<file path="config.mk">
export PLATFORM = sky130hd
export DESIGN_NAME = dfi_lp_req_seq_flat
export DESIGN_NICKNAME = d
export VERILOG_FILES = /design/src/rtl/dfi_lp_pkg.sv /design/src/rtl/dfi_lp_req_seq_if.sv /design/src/rtl/dfi_lp_chan_fsm.sv /design/src/rtl/dfi_lp_req_seq.sv /design/src/flat_wrapper.sv
export SDC_FILE = /design/constraint.sdc
export NUM_CORES = 1
export LEC_CHECK = 0
export ABC_CLOCK_PERIOD_IN_PS = 4600
export CORE_MARGIN = 1.5
export CORE_UTILIZATION = 57
export CTS_BUF_LIST = sky130_fd_sc_hd__clkbuf_8
export CTS_CLUSTER_SIZE = 25
export DETAILED_ROUTE_END_ITERATION = 8
export GPL_TIMING_DRIVEN = 1
export PLACE_DENSITY_LB_ADDON = 0.1
export SLEW_MARGIN = 20
export SYNTH_ARGS = -nofsm -noshare
export SYNTH_HDL_FRONTEND = slang
export SYNTH_SLANG_ARGS = --single-unit
</file>
<file path="constraint.sdc">
create_clock -name clock -period 4.6 [get_ports clock]
set_input_delay 1.38 -clock clock [delete_from_list [all_inputs] [get_ports clock]]
set_output_delay 1.38 -clock clock [all_outputs]
set_load 0.005 [all_outputs]
</file>
<file path="src/rtl/dfi_lp_pkg.sv">
// Shared types and defaults for the DFI low-power request sequencer.
//   lp_state_e : per-channel sequencer state
//   wakeup_t   : wakeup code at the default width
//   *_DFLT     : default parameter values used by the interface and top
package dfi_lp_pkg;

  localparam int unsigned WAKEUP_W_DFLT = 6;
  localparam int unsigned CNT_W_DFLT    = 5;
  localparam int unsigned TLP_RESP_DFLT = 7;
  localparam int unsigned TLP_EXIT_DFLT = 16;

  typedef enum logic [2:0] {
    IDLE   = 3'd0,
    REQ    = 3'd1,
    ACTIVE = 3'd2,
    EXIT   = 3'd3,
    HOLD   = 3'd4
  } lp_state_e;

  typedef logic [WAKEUP_W_DFLT-1:0] wakeup_t;

endpackage

</file>
<file path="src/rtl/dfi_lp_req_seq_if.sv">
// Host/PHY-facing signal bundle of the DFI low-power request sequencer.
//   master : sequencer view (drives lp_*_req/wakeup and host status pulses)
//   slave  : host + PHY view (drives enables, wakeup codes, acks, init_start)
interface dfi_lp_req_seq_if #(
  parameter int unsigned WAKEUP_W = dfi_lp_pkg::WAKEUP_W_DFLT
);

  logic                init_start;

  logic                ctrl_en;
  logic [WAKEUP_W-1:0] ctrl_wakeup_in;
  logic                lp_ctrl_ack;
  logic                lp_ctrl_req;
  logic [WAKEUP_W-1:0] lp_ctrl_wakeup;
  logic                ctrl_active;
  logic                ctrl_timeout;
  logic                ctrl_err;

  logic                data_en;
  logic [WAKEUP_W-1:0] data_wakeup_in;
  logic                lp_data_ack;
  logic                lp_data_req;
  logic [WAKEUP_W-1:0] lp_data_wakeup;
  logic                data_active;
  logic                data_timeout;
  logic                data_err;

  modport master (
    input  init_start,
    input  ctrl_en, ctrl_wakeup_in, lp_ctrl_ack,
    output lp_ctrl_req, lp_ctrl_wakeup, ctrl_active, ctrl_timeout, ctrl_err,
    input  data_en, data_wakeup_in, lp_data_ack,
    output lp_data_req, lp_data_wakeup, data_active, data_timeout, data_err
  );

  modport slave (
    output init_start,
    output ctrl_en, ctrl_wakeup_in, lp_ctrl_ack,
    input  lp_ctrl_req, lp_ctrl_wakeup, ctrl_active, ctrl_timeout, ctrl_err,
    output data_en, data_wakeup_in, lp_data_ack,
    input  lp_data_req, lp_data_wakeup, data_active, data_timeout, data_err
  );

endinterface

</file>
<file path="src/rtl/dfi_lp_chan_fsm.sv">
// One DFI low-power channel: request FSM, response/exit timeout counter,
// wakeup latch and status pulses. All outputs are registered; the top
// applies the init_start gating to req.
//   clock, reset : clock and async active-low reset
//   init_start   : DFI init in progress, cancels/inhibits requests
//   en           : host level request
//   wakeup_in    : host wakeup code, sampled on IDLE -> REQ
//   ack          : PHY acknowledge
//   req          : raw (ungated) request
//   wakeup       : latched wakeup code
//   active       : high while in ACTIVE
//   timeout      : one-cycle pulse on response or exit timeout
//   err          : one-cycle pulse per spurious ack cycle
module dfi_lp_chan_fsm
  import dfi_lp_pkg::*;
#(
  parameter int unsigned TLP_RESP = TLP_RESP_DFLT,
  parameter int unsigned TLP_EXIT = TLP_EXIT_DFLT,
  parameter int unsigned WAKEUP_W = WAKEUP_W_DFLT,
  // 2**CNT_W must exceed max(TLP_RESP, TLP_EXIT)
  parameter int unsigned CNT_W    = CNT_W_DFLT
) (
  input  logic                clock,
  input  logic                reset,
  input  logic                init_start,
  input  logic                en,
  input  logic [WAKEUP_W-1:0] wakeup_in,
  input  logic                ack,
  output logic                req,
  output logic [WAKEUP_W-1:0] wakeup,
  output logic                active,
  output logic                timeout,
  output logic                err
);

  // Counter values seen during the final allowed cycle of each wait
  localparam logic [CNT_W-1:0] RESP_LAST = CNT_W'(TLP_RESP - 1);
  localparam logic [CNT_W-1:0] EXIT_LAST = CNT_W'(TLP_EXIT - 1);
  localparam logic [CNT_W-1:0] CNT_MAX   = '1;

  lp_state_e           state, state_nx;
  logic [CNT_W-1:0]    cnt, cnt_nx, cnt_inc;
  logic                req_nx, active_nx, timeout_nx, err_nx;
  logic [WAKEUP_W-1:0] wakeup_nx;

  // Saturating increment
  assign cnt_inc = (cnt == CNT_MAX) ? cnt : cnt + CNT_W'(1);

  // State, counter and output registers
  always_ff @(posedge clock or negedge reset) begin
    if (!reset) begin
      state   <= IDLE;
      cnt     <= '0;
      req     <= 1'b0;
      wakeup  <= '0;
      active  <= 1'b0;
      timeout <= 1'b0;
      err     <= 1'b0;
    end else begin
      state   <= state_nx;
      cnt     <= cnt_nx;
      req     <= req_nx;
      wakeup  <= wakeup_nx;
      active  <= active_nx;
      timeout <= timeout_nx;
      err     <= err_nx;
    end
  end

  // Next-state, counter and output decode
  always_comb begin
    state_nx   = state;
    cnt_nx     = cnt;
    wakeup_nx  = wakeup;
    timeout_nx = 1'b0;
    err_nx     = 1'b0;
    req_nx     = 1'b0;
    active_nx  = 1'b0;

    case (state)
      IDLE: begin
        err_nx = ack;
        if (en && !init_start) begin
          state_nx  = REQ;
          wakeup_nx = wakeup_in;
        end
      end

      REQ: begin
        // Withdrawal and init cancel beat a same-cycle ack; ack beats timeout
        if (init_start || !en) begin
          state_nx = EXIT;
        end else if (ack) begin
          state_nx = ACTIVE;
        end else if (cnt == RESP_LAST) begin
          state_nx   = HOLD;
          timeout_nx = 1'b1;
        end else begin
          cnt_nx = cnt_inc;
        end
      end

      ACTIVE: begin
        if (init_start || !en) begin
          state_nx = EXIT;
        end
      end

      EXIT: begin
        if (!ack) begin
          state_nx = IDLE;
        end else if (cnt == EXIT_LAST) begin
          state_nx   = IDLE;
          timeout_nx = 1'b1;
        end else begin
          cnt_nx = cnt_inc;
        end
      end

      HOLD: begin
        // No retry after a response timeout until the host drops en
        err_nx = ack;
        if (!en) begin
          state_nx = IDLE;
        end
      end

      default: begin
        state_nx = IDLE;
      end
    endcase

    if (state_nx != state) begin
      cnt_nx = '0;
    end

    req_nx    = (state_nx == REQ) || (state_nx == ACTIVE);
    active_nx = (state_nx == ACTIVE);
  end

endmodule

</file>
<file path="src/rtl/dfi_lp_req_seq.sv">
// MC-side DFI low-power request sequencer: two independent channels
// (ctrl, data) turning host level requests into lp_*_req/ack handshakes.
//   clock, reset : clock and async active-low reset
//   bus          : host/PHY signal bundle (master view)
// init_start gates both requests combinationally so req is never seen
// high together with init_start.
module dfi_lp_req_seq
  import dfi_lp_pkg::*;
#(
  parameter int unsigned TLP_RESP = TLP_RESP_DFLT,
  parameter int unsigned TLP_EXIT = TLP_EXIT_DFLT,
  parameter int unsigned WAKEUP_W = WAKEUP_W_DFLT,
  parameter int unsigned CNT_W    = CNT_W_DFLT
) (
  input  logic             clock,
  input  logic             reset,
  dfi_lp_req_seq_if.master bus
);

  logic ctrl_req;
  logic data_req;

  // Ctrl channel
  dfi_lp_chan_fsm #(
    .TLP_RESP (TLP_RESP),
    .TLP_EXIT (TLP_EXIT),
    .WAKEUP_W (WAKEUP_W),
    .CNT_W    (CNT_W)
  ) u_ctrl (
    .clock      (clock),
    .reset      (reset),
    .init_start (bus.init_start),
    .en         (bus.ctrl_en),
    .wakeup_in  (bus.ctrl_wakeup_in),
    .ack        (bus.lp_ctrl_ack),
    .req        (ctrl_req),
    .wakeup     (bus.lp_ctrl_wakeup),
    .active     (bus.ctrl_active),
    .timeout    (bus.ctrl_timeout),
    .err        (bus.ctrl_err)
  );

  // Data channel
  dfi_lp_chan_fsm #(
    .TLP_RESP (TLP_RESP),
    .TLP_EXIT (TLP_EXIT),
    .WAKEUP_W (WAKEUP_W),
    .CNT_W    (CNT_W)
  ) u_data (
    .clock      (clock),
    .reset      (reset),
    .init_start (bus.init_start),
    .en         (bus.data_en),
    .wakeup_in  (bus.data_wakeup_in),
    .ack        (bus.lp_data_ack),
    .req        (data_req),
    .wakeup     (bus.lp_data_wakeup),
    .active     (bus.data_active),
    .timeout    (bus.data_timeout),
    .err        (bus.data_err)
  );

  assign bus.lp_ctrl_req = ctrl_req & ~bus.init_start;
  assign bus.lp_data_req = data_req & ~bus.init_start;

endmodule

</file>
<file path="src/flat_wrapper.sv">
// flat-port wrapper written by rule: the top's interface ports become plain ports
module dfi_lp_req_seq_flat import dfi_lp_pkg::*;
#(
  parameter int unsigned TLP_RESP = TLP_RESP_DFLT,
  parameter int unsigned TLP_EXIT = TLP_EXIT_DFLT,
  parameter int unsigned WAKEUP_W = WAKEUP_W_DFLT,
  parameter int unsigned CNT_W    = CNT_W_DFLT
)
  (clock, reset, bus_init_start, bus_ctrl_en, bus_ctrl_wakeup_in, bus_lp_ctrl_ack, bus_lp_ctrl_req, bus_lp_ctrl_wakeup, bus_ctrl_active, bus_ctrl_timeout, bus_ctrl_err, bus_data_en, bus_data_wakeup_in, bus_lp_data_ack, bus_lp_data_req, bus_lp_data_wakeup, bus_data_active, bus_data_timeout, bus_data_err);
  dfi_lp_req_seq_if #(.WAKEUP_W(WAKEUP_W)) bus_i ();
  input  logic clock;
  input  logic reset;
  input wire logic [$bits(bus_i.init_start)-1:0] bus_init_start;
  input wire logic [$bits(bus_i.ctrl_en)-1:0] bus_ctrl_en;
  input wire logic [$bits(bus_i.ctrl_wakeup_in)-1:0] bus_ctrl_wakeup_in;
  input wire logic [$bits(bus_i.lp_ctrl_ack)-1:0] bus_lp_ctrl_ack;
  output wire logic [$bits(bus_i.lp_ctrl_req)-1:0] bus_lp_ctrl_req;
  output wire logic [$bits(bus_i.lp_ctrl_wakeup)-1:0] bus_lp_ctrl_wakeup;
  output wire logic [$bits(bus_i.ctrl_active)-1:0] bus_ctrl_active;
  output wire logic [$bits(bus_i.ctrl_timeout)-1:0] bus_ctrl_timeout;
  output wire logic [$bits(bus_i.ctrl_err)-1:0] bus_ctrl_err;
  input wire logic [$bits(bus_i.data_en)-1:0] bus_data_en;
  input wire logic [$bits(bus_i.data_wakeup_in)-1:0] bus_data_wakeup_in;
  input wire logic [$bits(bus_i.lp_data_ack)-1:0] bus_lp_data_ack;
  output wire logic [$bits(bus_i.lp_data_req)-1:0] bus_lp_data_req;
  output wire logic [$bits(bus_i.lp_data_wakeup)-1:0] bus_lp_data_wakeup;
  output wire logic [$bits(bus_i.data_active)-1:0] bus_data_active;
  output wire logic [$bits(bus_i.data_timeout)-1:0] bus_data_timeout;
  output wire logic [$bits(bus_i.data_err)-1:0] bus_data_err;
  assign bus_i.init_start = bus_init_start;
  assign bus_i.ctrl_en = bus_ctrl_en;
  assign bus_i.ctrl_wakeup_in = bus_ctrl_wakeup_in;
  assign bus_i.lp_ctrl_ack = bus_lp_ctrl_ack;
  assign bus_lp_ctrl_req = bus_i.lp_ctrl_req;
  assign bus_lp_ctrl_wakeup = bus_i.lp_ctrl_wakeup;
  assign bus_ctrl_active = bus_i.ctrl_active;
  assign bus_ctrl_timeout = bus_i.ctrl_timeout;
  assign bus_ctrl_err = bus_i.ctrl_err;
  assign bus_i.data_en = bus_data_en;
  assign bus_i.data_wakeup_in = bus_data_wakeup_in;
  assign bus_i.lp_data_ack = bus_lp_data_ack;
  assign bus_lp_data_req = bus_i.lp_data_req;
  assign bus_lp_data_wakeup = bus_i.lp_data_wakeup;
  assign bus_data_active = bus_i.data_active;
  assign bus_data_timeout = bus_i.data_timeout;
  assign bus_data_err = bus_i.data_err;
  dfi_lp_req_seq #(.TLP_RESP(TLP_RESP), .TLP_EXIT(TLP_EXIT), .WAKEUP_W(WAKEUP_W), .CNT_W(CNT_W)) u_core (.clock(clock), .reset(reset), .bus(bus_i));
endmodule
</file>
==> results.yml <==
critical_path:
  path_cells: "clkdlybuf4s50_1 -> nor2b_1 -> clkdlybuf4s50_1"
  crit_fanout: 14
  crit_top_cell: "clkdlybuf4s50_1"
  r2r-end: "u_core.u_data.cnt[3]"
  r2r_cells: 7
  critPathArrivalTime_ps: 2770
  path_depth: 3
  crit_path_start_kind: "primary input"
  reg2reg_from: "u_core.u_data.cnt[1]"
  critical_path_class: "in -> out"
  startpoint: "bus_init_start"
  cp.required_ps: 3220
  endpoint_kind: "output pin"
  cp_slowest_cell: "clkdlybuf4s50_1"
  crit_family: "buffers and inverters"
  slowest_delay_ps: 630
  path_buf_inv: 2
  ff2ff_setup_slack_ps: 2060
  crit_end: "bus_lp_ctrl_req"
clock_tree:
  htreeDepth: 2
  cts_root_buffer: "clkbuf_8"
  cts-resized-gates: 0
  cts_made_buffers: 5
  numClockSinks: 36
  cts_buffer_depth: 2
  holdBufCountCts: 0
  clk-insertion-delay-late_ps: 290
  post-cts-setup-buffers: 0
  tritoncts: "done"
  path_clk_slew_ps: 70
global_route:
  grt_use_met3: 0.0559
  grt_use_met1: 0.302
  grt-busiest-layer: "met2"
  grt_pass1_wl_mm: 7.10
  track_usage: 0.255
  antenna_found_initial: 0
  grt_max_degree: 37
  met2_usage: 0.456
  grt-ovfl-total: 0
  grt_pass1_vias: 1578
pwr:
  power_switching_share: 0.370
  internal-power_mw: 0.807
  p_leak_nw: 1.03
  switchingPower_mw: 0.473
  combPwrFrac: 0.413
  pwr-share-clk: 0.172
  power_density_mw_per_mm2: 516
  ir_worst_vdd_uv: 336
  sequentialPowerShare: 0.415
route:
  avgViaCountPerCell: 6.13
  vias: 1705
  drtAntennaViolNets: 0
  dr.first_iter.drc_count: 156
  drt-pass1-iter-count: 4
  drt-total-wl_mm: 4.47
  drc: 0
  detail_route.wl_per_cell_um: 16.1
timing:
  rsz0062_at_grt: "no"
  relSlewSlack: 0.468
  fin_ws_ps: 452
  max_freq_mhz: 241
  worstMarginPinSlew_ps: 797
  setup_viol: 0
  finalSetupTns_ps: 0
  whs_ps: 509
  finalCritPeriodShare: 0.902
  finalWorstPathRequiredPeriod_ps: 4150
  fin_skew_ps: 9.14
  finalHoldViolations: 0
  drv_slew: 0
placed_design:
  dp_cells: 270
  place_congestion: 0.910
  dp_hpwl_mm: 3.17
  pre_cts_slack_ps: 450
  dpl_cell_area_mm2: 0.00239
  port_buffers: 38
run_status:
  status: "complete, no violations"
yosys:
  netlist_instances: 192
  ys_seq_area_frac: 0.456
  async_flop_share: 1.00
  yosysUniqueCellTypes: 47
  synth_area_per_cell_um2: 10.3
  yosysWarnings: 0
  syn-num-nets: 219
  synth_edf_count: 0
  synthFlopType: "dfrtp_1"
  syn_area_mm2: 0.00197
  synth_seq_cells: 36
die:
  start_util: 0.592
  dieArea_mm2: 0.00383
  fp.dieW_um: 61.9
  die_y_um: 61.9
  rows: 21
  core_area_mm2: 0.00334
  io_pins: 39
final_layout:
  layout.nets: 258
  drive_above_1_share: 0.112
  diodes: 0
  final_cell_count_no_fill: 278
  syn2layout_area_growth_pct: 25.7
  fillCellCount: 248
  design_area_mm2: 0.00248
job:
  maxCapViolCount: 0
hold_path:
  min_path_type: "reg -> reg"
==> placed cells by master (no fill, tap or decap), types with 3 or more instances in the layout <==
master / count
nor3_1: 4
a21oi_1: 14
dfrtp_1: 36
inv_1: 9
o21ai_0: 5
nand2_1: 6
nand4_1: 4
nor2_1: 8
ha_1: 8
mux2_2: 12
and3_1: 7
nand3_1: 5
nor2b_1: 7
clkdlybuf4s50_1: 38
nand2b_1: 5
clkbuf_8: 5
a211oi_1: 9
nor3b_1: 3
==> registers in the layout, indices dropped and copies added, names as in the netlist <==
name and count:
u_core.u_ctrl.wakeup 6, u_core.u_data.wakeup 6, u_core.u_ctrl.cnt 5, u_core.u_data.cnt 5, u_core.u_ctrl.state 3, u_core.u_data.state 3, u_core.u_ctrl.active 1, u_core.u_ctrl.err 1
u_core.u_ctrl.req 1, u_core.u_ctrl.timeout 1, u_core.u_data.active 1, u_core.u_data.err 1, u_core.u_data.req 1, u_core.u_data.timeout 1
==> per-stage QoR <==
stage / total power, mW / util
CTS: 1.28 / 0.744
finish: 1.28 / 0.744
global placement: 1.01 / 0.717
floorplan: 0.817 / -
detailed placement: 1.06 / 0.717
global route: 1.37 / 0.744
==> worst min-delay path by stage <==
stage | startpoint | endpoint | slack (ps) | cells after the start
finish | u_core.u_data.wakeup[1] | u_core.u_data.wakeup[1] | 510 | 1
global route | u_core.u_data.wakeup[1] | u_core.u_data.wakeup[1] | 530 | 1
CTS | u_core.u_data.wakeup[1] | u_core.u_data.wakeup[1] | 510 | 1
detailed placement | u_core.u_data.wakeup[1] | u_core.u_data.wakeup[1] | 490 | 1
global placement | u_core.u_data.wakeup[1] | u_core.u_data.wakeup[1] | 490 | 1
floorplan | u_core.u_data.wakeup[0] | u_core.u_data.wakeup[0] | 500 | 1
==> layer usage <==
metal | up-vias | wire length (µm)
met1 | 846 | 1760
met5 | - | 0
met2 | 53 | 2410
met3 | 8 | 221
li1 | 798 | -
met4 | 0 | 79
==> cell usage after synthesis, drive strengths merged, types with 2 or more instances <==
library cell,n,area share
a2111oi,2,0.0089
a211oi,9,0.034
a21oi,14,0.035
a22oi,2,0.0076
a2bb2oi,2,0.0089
a31oi,2,0.0063
and3,7,0.022
and4bb,2,0.013
clkbuf,7,0.013
dfrtp,36,0.46
ha,8,0.051
inv,10,0.019
mux2,12,0.068
nand2,6,0.011
nand2b,5,0.016
nand3,5,0.013
nand4,4,0.013
nor2,8,0.015
nor2b,7,0.022
nor3,4,0.010
nor3b,3,0.011
nor4,3,0.013
o211ai,2,0.0076
o21ai,6,0.015
o22ai,2,0.0063
o31ai,2,0.0076
o32ai,2,0.0089
or3,2,0.0063
or3b,2,0.0089
or4,2,0.0076
==> kinds of logic (layout without fill, tap and decap cells) <==
logic type | count (synthesis) | count (layout) | share of synthesized area
AOI/OAI and AO/OA | 52 | 52 | 0.182
xor gates and xnor gates | 1 | 1 | 0.00444
adders and majority gates | 8 | 8 | 0.0507
buffers and inverters | 18 | 58 | 0.0342
DFF | 36 | 36 | 0.456
muxes | 13 | 13 | 0.0735
and+or+nand+nor | 64 | 64 | 0.199
==> area by class of cell <==
type	instances	area, µm²	area share
Multi-Input combinational cell	138	1010	0.405
Sequential cell	36	901	0.363
Timing Repair Buffer	39	388	0.156
Clock buffer	5	68.8	0.0277
Tap cell	46	57.6	0.0232
Inverter	11	41.3	0.0166
Clock inverter	3	18.8	0.00756
==> power by group through the flow <==
| stage | sequential, mW | combinational [mW] | clock (mW) |
|---|---|---|---|
| global placement | 0.521 | 0.493 | 0 |
| CTS | 0.528 | 0.529 | 0.223 |
| finish | 0.531 | 0.529 | 0.220 |
| detailed placement | 0.533 | 0.522 | 0 |
| global route | 0.543 | 0.590 | 0.236 |
| floorplan | 0.484 | 0.332 | 0 |
No activity file was read; power rests on OpenSTA's default activity.
